[src/rtl/smag_conv_arbiter.sv]
// smag_conv_arbiter
// Two requesters share a single sign-magnitude to two's-complement converter.
// Arbitration is round-robin. The winner's operand is captured in IDLE, converted
// in CONV, and the result is held in HOLD until the consumer acknowledges it.
//
// Ports:
//   clk, rst          single clock; synchronous active-high reset
//   req0/a0/s0        requester 0: request level, magnitude, sign (1 = negative)
//   req1/a1/s1        requester 1: request level, magnitude, sign
//   gnt0/gnt1         one-cycle pulse during CONV: that requester's operand was captured
//   out/out_id        registered result and the index of the requester that owns it
//   out_valid         result valid; held until out_ack is seen in HOLD
//   out_ack           consumer accepts out (ignored outside HOLD)
//   conv_count        acknowledged conversions, modulo 256
module smag_conv_arbiter #(
   parameter int unsigned N = 5
) (
   input  logic         clk,
   input  logic         rst,
   input  logic         req0,
   input  logic [N-1:0] a0,
   input  logic         s0,
   input  logic         req1,
   input  logic [N-1:0] a1,
   input  logic         s1,
   output logic         gnt0,
   output logic         gnt1,
   output logic [N-1:0] out,
   output logic         out_valid,
   output logic         out_id,
   input  logic         out_ack,
   output logic [7:0]   conv_count
);

   typedef enum logic [1:0] {StIdle, StConv, StHold} state_e;

   state_e       state_q, state_d;
   logic         prio_q, prio_d;
   logic [N-1:0] op_a_q, op_a_d;
   logic         op_s_q, op_s_d;
   logic         op_id_q, op_id_d;
   logic         gnt0_q, gnt0_d;
   logic         gnt1_q, gnt1_d;
   logic [N-1:0] out_q, out_d;
   logic         out_valid_q, out_valid_d;
   logic         out_id_q, out_id_d;
   logic [7:0]   count_q, count_d;

   logic         win_id;
   logic [N-1:0] conv_res;

   // Winner selection: contention resolved by prio, otherwise the lone requester.
   always_comb begin
      win_id = 1'b0;
      if (req0 && req1) begin
         win_id = prio_q;
      end else begin
         win_id = req1;
      end
   end

   // The single shared conversion path; carry out of the increment is dropped.
   always_comb begin
      conv_res = op_a_q;
      if (op_s_q) begin
         conv_res = (~op_a_q) + N'(1);
      end
   end

   always_comb begin
      state_d     = state_q;
      prio_d      = prio_q;
      op_a_d      = op_a_q;
      op_s_d      = op_s_q;
      op_id_d     = op_id_q;
      gnt0_d      = 1'b0;
      gnt1_d      = 1'b0;
      out_d       = out_q;
      out_valid_d = out_valid_q;
      out_id_d    = out_id_q;
      count_d     = count_q;

      unique case (state_q)
         StIdle: begin
            if (req0 || req1) begin
               op_a_d  = win_id ? a1 : a0;
               op_s_d  = win_id ? s1 : s0;
               op_id_d = win_id;
               gnt0_d  = ~win_id;
               gnt1_d  = win_id;
               state_d = StConv;
            end
         end
         StConv: begin
            out_d       = conv_res;
            out_id_d    = op_id_q;
            out_valid_d = 1'b1;
            state_d     = StHold;
         end
         StHold: begin
            if (out_ack) begin
               out_valid_d = 1'b0;
               count_d     = count_q + 8'd1;
               // Hand priority to the requester that was not just served.
               prio_d      = ~out_id_q;
               state_d     = StIdle;
            end
         end
         default: begin
            state_d = StIdle;
         end
      endcase
   end

   always_ff @(posedge clk) begin
      if (rst) begin
         state_q     <= StIdle;
         prio_q      <= 1'b0;
         op_a_q      <= '0;
         op_s_q      <= 1'b0;
         op_id_q     <= 1'b0;
         gnt0_q      <= 1'b0;
         gnt1_q      <= 1'b0;
         out_q       <= '0;
         out_valid_q <= 1'b0;
         out_id_q    <= 1'b0;
         count_q     <= 8'd0;
      end else begin
         state_q     <= state_d;
         prio_q      <= prio_d;
         op_a_q      <= op_a_d;
         op_s_q      <= op_s_d;
         op_id_q     <= op_id_d;
         gnt0_q      <= gnt0_d;
         gnt1_q      <= gnt1_d;
         out_q       <= out_d;
         out_valid_q <= out_valid_d;
         out_id_q    <= out_id_d;
         count_q     <= count_d;
      end
   end

   assign gnt0       = gnt0_q;
   assign gnt1       = gnt1_q;
   assign out        = out_q;
   assign out_valid  = out_valid_q;
   assign out_id     = out_id_q;
   assign conv_count = count_q;

endmodule

[config.mk]
export PLATFORM = sky130hd
export DESIGN_NAME = smag_conv_arbiter
export DESIGN_NICKNAME = d
export VERILOG_FILES = /design/src/rtl/smag_conv_arbiter.sv
export SDC_FILE = /design/constraint.sdc
export NUM_CORES = 1
export LEC_CHECK = 0
export BUFFER_PORTS_ARGS = -buffer_cell sky130_fd_sc_hd__buf_2
export CAP_MARGIN = 20
export CORE_ASPECT_RATIO = 0.8
export CORE_MARGIN = 5
export CORE_UTILIZATION = 54
export DETAILED_ROUTE_END_ITERATION = 6
export GPL_TIMING_DRIVEN = 0
export PLACE_DENSITY = 0.82
export SLEW_MARGIN = 10
export SYNTH_ARGS = -nofsm -noshare
export SYNTH_HDL_FRONTEND = slang
export SYNTH_SLANG_ARGS = --single-unit
[constraint.sdc]
create_clock -name clk -period 4.4 [get_ports clk]
set_clock_uncertainty 0.15 [all_clocks]
set_input_delay 0.44 -clock clk [delete_from_list [all_inputs] [get_ports clk]]
set_output_delay 0.44 -clock clk [all_outputs]
set_load 0.02 [all_outputs]
==> impl_metrics.toml, run 1 <==
[placed_design]
place_hpwl_mm = 2.10
place.gp.congestion = 0.799
portBuffers = 31
post-place-ws_ps = 2710

[clocking]
cts_hold_buf = 0
cts_setup_buffers = 0
cts-resized-gates = 0
h-tree-depth = 1
cts_tree = "done"
numCtsBuffers = 3
cts.sinks = 27
ctsLongestPathBuffers = 2
clk_pin_slew_ps = 140
cts-root-buf = "clkbuf_4"
clock_latency_ps = 320

[setup_path]
end_kind = "flip-flop"
worstPathArrival_ps = 1700
start_kind = "flip-flop"
path_max_fanout = 4
cp.required_ps = 4490
crit_type = "flip-flop to flip-flop"

[grt]
grt_max_degree = 15
grt_use_met2_pct = 30.5
grt_pass1_vias = 1119
grt.met3_usage_pct = 6.01
antenna_found_initial = 0
grt_pass1_wl_mm = 4.66
use_met1_pct = 19.7
top_usage_layer = "met2"
overflow = 0
grtUsageTotal_pct = 17.2

[layout]
final_cell_mix = "33 x buf_2, 27 x dfxtp_1, 18 x nor2_1"
area_growth_pct = 17.5
antenna_cells = 0
utilization_pct = 66.1
nets = 193
n_fill_cell = 186
layout-drive-gt1-share_pct = 24.3
final_common_cell = "buf_2"
seq_area_um2 = 541
multi_input_area_um2 = 623

[logic_synthesis]
yosys.area.top_type = "dfxtp_1"
synthesis.nets = 157
synth.area.top_cells = "dfxtp_1 44%, a311oi_1 5.8%, nor2_1 5.6%"
mappedNetlistArea_mm2 = 0.00121
synth_cells = 138
synth-seq-cells = 27
synth_seq_area_share_pct = 44.5
yosys_warnings = 0
synth.distinct_cells = 32
synth_top_cell_area_share_pct = 44.5
synth.avg_cell_area_um2 = 8.80

[die]
core_area_mm2 = 0.00216
die_w_um = 63.0
pin_count = 34
start_util_pct = 56.3
die_area_mm2 = 0.00330
placementRows = 15
die_y_um = 52.4

[detailed_routing]
wl_mm = 2.71
initialDrtViolationCount = 29
drc = 0
firstDrtPassIters = 5
wire_per_inst_um = 13.7
vias_per_cell = 5.72
num_vias = 1132
final_antenna_net_count = 0

[power_and_ir_drop]
ir_worst_vdd_mv = 0.287
leakagePower_nw = 0.592
power.density_mw_per_mm2 = 331
power_w = 0.000472

[timing]
max_freq_mhz = 624
tightest_slew_ps = 484
setup_viol = 0
whs_ps = 239
worst_slack_ps = 2800
final-max-slew-violation-count = 0
min_period_ps = 1600
rsz0062_at_grt = "false"
fin_crit_sh_pct = 36.4
finalHoldViolations = 0
slew_headroom_pct = 67.7
tns_ps = 0

[outcome]
status = "finished, final reports clean"

[job]
maxCapViolCount = 0

[min_path]
hold_path.class = "input pin to flip-flop"
[per-layer routing]
| metal | vias to the layer above | wire, µm |
|---|---|---|
| met5 | - | 0 |
| met4 | 0 | 15 |
| met3 | 2 | 196 |
| met2 | 36 | 1280 |
| met1 | 524 | 1210 |
| li1 | 570 | - |
[synthesized netlist by cell type]
master	count
xor2_1	1
and2b_1	1
nor4_1	2
clkbuf_1	4
and3b_2	1
o21ai_0	11
mux2_2	1
a211oi_1	3
nor2_1	18
dfxtp_1	27
a311oi_1	8
or4_1	2
nor3_1	1
nor2b_1	1
mux2i_1	3
xnor2_1	2
nor3b_1	2
nand3b_1	6
nand2_1	5
ha_1	2
a21oi_1	13
buf_1	1
buf_2	2
nand3b_4	1
o31ai_1	3
nand4_1	1
and2b_2	1
inv_1	6
or2_2	2
or3_1	5
nand4b_1	1
nand3_1	1
[sequential cells by signal (all words and copies together) (netlist names)]
name        flops
gnt1            1
gnt0            1
prio_q          1
out_valid       1
op_s_q          1
out             5
op_a_q          5
state_q         2
conv_count      8
out_id          1
op_id_q         1
[final timing paths]
kind | start | depth (start not counted) | end | slack (ps)
max | op_a_q[1]$_SDFFE_PP0P_ | 5 | out[4]$_SDFFE_PP0P_ | 2800
min | a0[2] | 3 | op_a_q[2]$_SDFFE_PP0P_ | 240
max reg2reg | op_a_q[1]$_SDFFE_PP0P_ | 5 | out[4]$_SDFFE_PP0P_ | 2800
min reg2reg | out_id$_SDFFE_PP0P_ | 1 | prio_q$_SDFFE_PP0P_ | 340
[critical path, stage by stage (launching register included)]
cell	delay, ps
dfxtp_1	410
inv_1	60
ha_1	220
nor3b_1	150
or3_1	310
a311oi_1	240
[stage by stage]
step           area (µm²)  cells
2_1_floorplan        1210    138
3_3_place_gp         1400    194
3_5_place_dp         1400    194
4_1_cts              1430    198
5_1_grt              1430    198
6_report             1430    198
[power by group]
part            total, W  internal (W)  switching (W)
combinational  0.0000915     0.0000385      0.0000530
clock           0.000106     0.0000355      0.0000702
sequential      0.000275      0.000261      0.0000138
[final cells by class]
| cell class | count | share of cell area [%] |
|---|---|---|
| repair buffers | 31 | 10.9 |
| well taps | 25 | 2.19 |
| plain buffers | 7 | 2.02 |
| flip-flops and latches | 27 | 37.9 |
| inverters | 6 | 1.58 |
| clock buffers | 4 | 1.84 |
| multi-input cells | 98 | 43.6 |
[kinds of logic after synthesis]
family                     Yosys count  synth area share, %
adders and majority gates            2                 2.06
AOI/OAI and AO/OA                   38                 19.4
and+or+nand+nor                     51                 24.3
muxes                                4                 3.40
DFF                                 27                 44.5
xor gates and xnor gates             3                 2.16
buffers and inverters               13                 4.22
(Power assumes the default switching activity.)
==> inputs of run 2 (changes only) <==
--- a/config.mk
+++ b/config.mk
@@ -5,14 +5,15 @@
 export SDC_FILE = /design/constraint.sdc
 export NUM_CORES = 1
 export LEC_CHECK = 0
+export ABC_AREA = 1
 export BUFFER_PORTS_ARGS = -buffer_cell sky130_fd_sc_hd__buf_2
 export CAP_MARGIN = 20
 export CORE_ASPECT_RATIO = 0.8
 export CORE_MARGIN = 5
-export CORE_UTILIZATION = 54
+export CORE_UTILIZATION = 50
 export DETAILED_ROUTE_END_ITERATION = 6
 export GPL_TIMING_DRIVEN = 0
-export PLACE_DENSITY = 0.82
+export PLACE_DENSITY = 0.77
 export SLEW_MARGIN = 10
 export SYNTH_ARGS = -nofsm -noshare
 export SYNTH_HDL_FRONTEND = slang
==> constraint.sdc (replaced) <==
create_clock -name clk -period 1.6 [get_ports clk]
set_clock_uncertainty 0.15 [all_clocks]
set_input_delay 0.16 -clock clk [delete_from_list [all_inputs] [get_ports clk]]
set_output_delay 0.16 -clock clk [all_outputs]
set_load 0.02 [all_outputs]
==> run 2 against run 1 <==
Compared with the run above: sequential share of layout area decreased by 2.0 points; wire length increased by 3.3%; final area increased by 5.4%; first-iteration DRC count increased by 110%; utilization increased by 1.8 points; largest power group unchanged; total power increased to 2.8 times the previous value; flip-flop and latch count unchanged; combinational power increased to 3.2 times the previous value; die area increased by 5.1%.
==> impl_metrics.toml, run 2 <==
[detailed_routing]
final_antenna_net_count = 0
vias_per_cell = 5.14
wire_per_inst_um = 12.0
num_vias = 1192
initialDrtViolationCount = 61
wl_met2_mm = 1.36
wl_mm = 2.79
dr.max_layer_used = "met4"
firstDrtPassIters = 4
drc = 0
wl_met3_um = 140
wl_met1_mm = 1.25

[layout]
fin_cells = 232
final_cell_mix = "32 x buf_2, 27 x dfxtp_1, 24 x nand2_1"
antenna_cells = 0
n_fill_cell = 196
nets = 227
final_common_cell = "buf_2"
layout-drive-gt1-share_pct = 21.7
largest_reg_flops = 8
multi_input_area_um2 = 549
seq_area_um2 = 541
area_growth_pct = 26.0

[grt]
grt_pass1_vias = 1105
antenna_found_initial = 0
grtUsageTotal_pct = 17.5
grt_max_degree = 16
grt_pass1_wl_mm = 4.66
overflow = 0

[power_and_ir_drop]
ir_worst_vdd_mv = 0.632
leakagePower_nw = 0.727
power.density_mw_per_mm2 = 889

[clocking]
ctsLongestPathBuffers = 2
clk_pin_slew_ps = 140
h-tree-depth = 1
cts_tree = "done"
numCtsBuffers = 3
clock_latency_ps = 330
cts_setup_buffers = 0
cts.sinks = 27
cts-root-buf = "clkbuf_4"

[setup_path]
path_max_fanout = 10
cp_common_cell = "nor2_1"
worst-path-buf-inv = 3
r2r-start = "state_q[1]$_SDFFE_PP0P_"
r2r_setup_slack_ps = 170
timing.rr.end = "op_a_q[1]$_SDFFE_PP0P_"
crit_type = "input pin to flip-flop"
worst_path_dominant_cell_family = "buffers and inverters"
reg2regPathDepth = 7
worst_path_max_delay_cell = "dlygate4sd3_1"
start_kind = "input pin"
cp.required_ps = 1690
path_cells = "dlygate4sd3_1 > buf_4 > nor2_1 > nor2_2 > buf_6 > nand2_1 > a21oi_1 > nor2_1"
worstPathArrival_ps = 1590
end_kind = "flip-flop"
max_stage_delay_ps = 520

[timing]
finalHoldViolations = 0
worst_slack_ps = 97.5
min_period_ps = 1500
tns_ps = 0
max_freq_mhz = 666
slew_headroom_pct = 72.7
tightest_slew_ps = 409
final-max-slew-violation-count = 0
rsz0062_at_grt = "false"
setup_viol = 0
fin_crit_sh_pct = 93.9

[placed_design]
post-place-ws_ps = 236
place.gp.congestion = 0.802
placed_cells = 219
portBuffers = 32
place_hpwl_mm = 1.96

[die]
die_w_um = 64.7
die_area_mm2 = 0.00347
placementRows = 15
core_area_mm2 = 0.00221
start_util_pct = 54.0
pin_count = 34
die_y_um = 53.7

[min_path]
holdPathEnd = "op_a_q[1]$_SDFFE_PP0P_"
hold_path.class = "input pin to flip-flop"
min_path_cells = 5
min-delay-start = "a1[1]"

[logic_synthesis]
synth_seq_area_share_pct = 45.2
synth.distinct_cells = 23
yosys.area.top_type = "dfxtp_1"
yosys_warnings = 0
synth-seq-cells = 27
synth.area.top_cells = "dfxtp_1 45%, a21oi_1 9.2%, nand2_1 7.5%"
synth_cells = 162
mappedNetlistArea_mm2 = 0.00119
synth_edf_count = 0
yosysMostFrequentCell = "dfxtp_1"
synth_top_cell_area_share_pct = 45.2
synthTopCellsByCount = "27 x dfxtp_1, 24 x nand2_1, 22 x a21oi_1"
ys.flop_type = "dfxtp_1"
synth.avg_cell_area_um2 = 7.38
synthesis.nets = 181
async_flop_share_pct = 0

[job]
maxCapViolCount = 0

[outcome]
status = "finished, final reports clean"
## run 2: kinds of logic (layout without fill, tap and decap cells)
group / after synthesis / in the layout / share of synthesized area [%]
compound gates: 39 / 39 / 16.6
xor+xnor: 2 / 2 / 1.47
fa+ha+maj: 2 / 2 / 2.09
buf+inv: 25 / 70 / 8.79
flops: 27 / 27 / 45.2
simple gates: 67 / 67 / 25.8
## run 2: stage by stage
| step | power, W | utilization [%] | instance area [µm²] | hold WS [ps] |
|---|---|---|---|---|
| finish | 0.00134 | 68.0 | 1510 | 18.1 |
| global route | 0.00142 | 68.0 | 1510 | 11.3 |
| CTS | 0.00134 | 67.9 | 1500 | 8.57 |
| detailed placement | 0.00103 | 62.6 | 1390 | 245 |
| global placement | 0.00103 | 62.6 | 1390 | 241 |
| floorplan | 0.000953 | - | 1190 | 79.1 |
## run 2: metal layers
| metal | vias up | track usage [%] |
|---|---|---|
| met1 | 533 | 19.1 |
| met5 | - | 0 |
| met2 | 32 | 32.7 |
| met3 | 10 | 5.64 |
| li1 | 617 | - |
| met4 | 0 | 5.61 |
## run 2: layout make-up
| class | count | area share, % |
|---|---|---|
| clock inverters | 1 | 0.333 |
| repair buffers | 41 | 16.6 |
| plain buffers | 4 | 1.83 |
| flip-flops and latches | 27 | 35.9 |
| inverters | 21 | 5.24 |
| well taps | 25 | 2.08 |
| multi-input cells | 110 | 36.5 |
| clock buffers | 3 | 1.50 |
## run 2: worst max-delay path by stage
stage                                           from                    endpoint  slack, ps  cells after the start
after floorplan           conv_count[0]$_SDFFE_PP0P_  conv_count[4]$_SDFFE_PP0P_        280                      6
after global placement       state_q[1]$_SDFFE_PP0P_      op_a_q[0]$_SDFFE_PP0P_        260                      7
after detailed placement     state_q[1]$_SDFFE_PP0P_      op_a_q[1]$_SDFFE_PP0P_        240                      7
after CTS                                        rst         out[4]$_SDFFE_PP0P_        120                      6
after global routing                             rst         out_id$_SDFFE_PP0P_         30                      6
final                                           req1      op_a_q[1]$_SDFFE_PP0P_        100                      8
## run 2: worst register-to-register path: cells and delay by family, from the launching register on
kind	cells	cell delay, ps
compound gates	1	130
simple gates	4	400
buf+inv	2	260
flops	1	410
## run 2: timing repair
item,4_1_cts,5_1_grt
hold buffers,9,0
endpoints found under the setup margin,0,2
hold endpoints to repair,11,0
gates resized for setup,0,2
## run 2: report_power, final
| part | internal [W] | switching (W) | total (W) |
|---|---|---|---|
| Sequential | 0.000722 | 0.0000313 | 0.000754 |
| Clock | 0.0000939 | 0.000200 | 0.000294 |
| Combinational | 0.000115 | 0.000175 | 0.000290 |
| Total | 0.000932 | 0.000407 | 0.00134 |
==> inputs of run 3 (changes only) <==
--- a/config.mk
+++ b/config.mk
@@ -13,7 +13,7 @@
 export CORE_UTILIZATION = 50
 export DETAILED_ROUTE_END_ITERATION = 6
 export GPL_TIMING_DRIVEN = 0
-export PLACE_DENSITY = 0.77
+export PLACE_DENSITY_LB_ADDON = 0.08
 export SLEW_MARGIN = 10
 export SYNTH_ARGS = -nofsm -noshare
 export SYNTH_HDL_FRONTEND = slang
==> run 3 against run 2 <==
Compared with the run above: worst hold slack better by 5.4 ps; critical path depth fell by 2; die area is the same; combinational power hardly changed; utilization shrank 0.45 points; wire length is 1.5% lower; clock power decreased by 2%; via count down 1.7%; setup slack better by 30 ps; sequential power about the same; global-route usage rose by 0.48 points; flip-flop and latch count is the same; critical path type unchanged.
==> impl_metrics.toml, run 3 (synthesis gave the netlist of run 2 again) <==
[setup_path]
cp.required_ps = 1710
worstPathArrival_ps = 1580
reg2regPathDepth = 7
r2r_setup_slack_ps = 180
crit_type = "input pin to flip-flop"
start_kind = "input pin"
r2r-start = "state_q[1]$_SDFFE_PP0P_"
timing.rr.end = "op_a_q[0]$_SDFFE_PP0P_"
path_max_fanout = 10
end_kind = "flip-flop"

[placed_design]
portBuffers = 32
place.gp.congestion = 0.794
dpl-instance-area_mm2 = 0.00139
post-place-ws_ps = 204
place_hpwl_mm = 2.07

[grt]
grt_pass1_vias = 1174
grtUsageTotal_pct = 18.0
grt_max_degree = 16
overflow = 0
antenna_found_initial = 0
grt_pass1_wl_mm = 4.92

[timing]
rsz0062_at_grt = "false"
tightest_slew_ps = 402
worst_slack_ps = 128
tns_ps = 0
min_period_ps = 1470
final-max-slew-violation-count = 0
slew_headroom_pct = 73.2
finalHoldViolations = 0
setup_viol = 0
whs_ps = 23.4
fin_crit_sh_pct = 92.0
max_freq_mhz = 679

[detailed_routing]
drc = 0
firstDrtPassIters = 4
vias_per_cell = 5.07
num_vias = 1172
initialDrtViolationCount = 74
wl_mm = 2.75
final_antenna_net_count = 0
wire_per_inst_um = 11.9

[clocking]
numCtsBuffers = 3
h-tree-depth = 1
clock_latency_ps = 320
cts_tree = "done"
ctsLongestPathBuffers = 2
cts.sinks = 27
clk_pin_slew_ps = 140
cts-root-buf = "clkbuf_4"

[job]
maxCapViolCount = 0

[die]
start_util_pct = 54.0
pin_count = 34
placementRows = 15
die_area_mm2 = 0.00347
core_area_mm2 = 0.00221
die_w_um = 64.7
die_y_um = 53.7

[min_path]
min_path_cells = 3
hold_path.class = "input pin to flip-flop"
holdPathEnd = "state_q[1]$_SDFFE_PP0P_"
min-delay-start = "out_ack"

[outcome]
status = "finished, final reports clean"

[layout]
n_fill_cell = 200
final_cell_mix = "32 x buf_2, 27 x dfxtp_1, 24 x nand2_1"
area_growth_pct = 25.1
largest_reg_flops = 8
final_common_cell = "buf_2"
nets = 226
final_area_mm2 = 0.00150
seq_area_um2 = 541
multi_input_area_um2 = 549
layout-drive-gt1-share_pct = 21.8
antenna_cells = 0
utilization_pct = 67.5

[power_and_ir_drop]
power.density_mw_per_mm2 = 890
ir_worst_vdd_mv = 0.615
leakagePower_nw = 0.722
## run 3: worst max path at each step
stage | startpoint | end | cells after the start
detailed placement | state_q[1]$_SDFFE_PP0P_ | op_a_q[0]$_SDFFE_PP0P_ | 7
global route | rst | op_a_q[0]$_SDFFE_PP0P_ | 6
global placement | state_q[1]$_SDFFE_PP0P_ | op_a_q[0]$_SDFFE_PP0P_ | 7
finish | rst | out[3]$_SDFFE_PP0P_ | 6
CTS | rst | out[0]$_SDFFE_PP0P_ | 6
floorplan | conv_count[0]$_SDFFE_PP0P_ | conv_count[4]$_SDFFE_PP0P_ | 6
## run 3: worst max-delay path: stages
cell	delay, ps
dlygate4sd3_1	530
buf_2	150
inv_1	100
clkbuf_1	340
o21ai_0	160
nor2_1	130
## run 3: cell type report
| class | instances | area share [%] |
|---|---|---|
| flip-flops and latches | 27 | 36.2 |
| inverters | 21 | 5.27 |
| clock inverters | 1 | 0.335 |
| clock buffers | 3 | 1.51 |
| plain buffers | 4 | 1.84 |
| well taps | 25 | 2.09 |
| multi-input cells | 110 | 36.7 |
| repair buffers | 40 | 16.1 |
## run 3: timing repair
item,CTS,global route
hold buffers,8,0
hold endpoints to repair,11,0
endpoints found under the setup margin,0,3
gates resized for setup,0,1
setup buffers,0,0
## run 3: stage by stage
| step | total power, W | cells |
|---|---|---|
| 6_report | 0.00133 | 231 |
| 5_1_grt | 0.00142 | 231 |
| 4_1_cts | 0.00134 | 231 |
| 3_5_place_dp | 0.00104 | 219 |
| 3_3_place_gp | 0.00103 | 219 |
| 2_1_floorplan | 0.000953 | 162 |
## run 3: power breakdown
part	internal [W]	switching, W
Combinational	0.000114	0.000176
Clock	0.0000935	0.000194
Sequential	0.000722	0.0000319
Total	0.000930	0.000402
## run 3: per-layer routing
layer	vias to the layer above	GRT usage (%)	share of wire, %
li1	613	-	-
met1	537	21.2	46
met5	-	0	0
met3	2	5.64	3.9
met2	20	32.4	50
met4	0	4.21	0.51
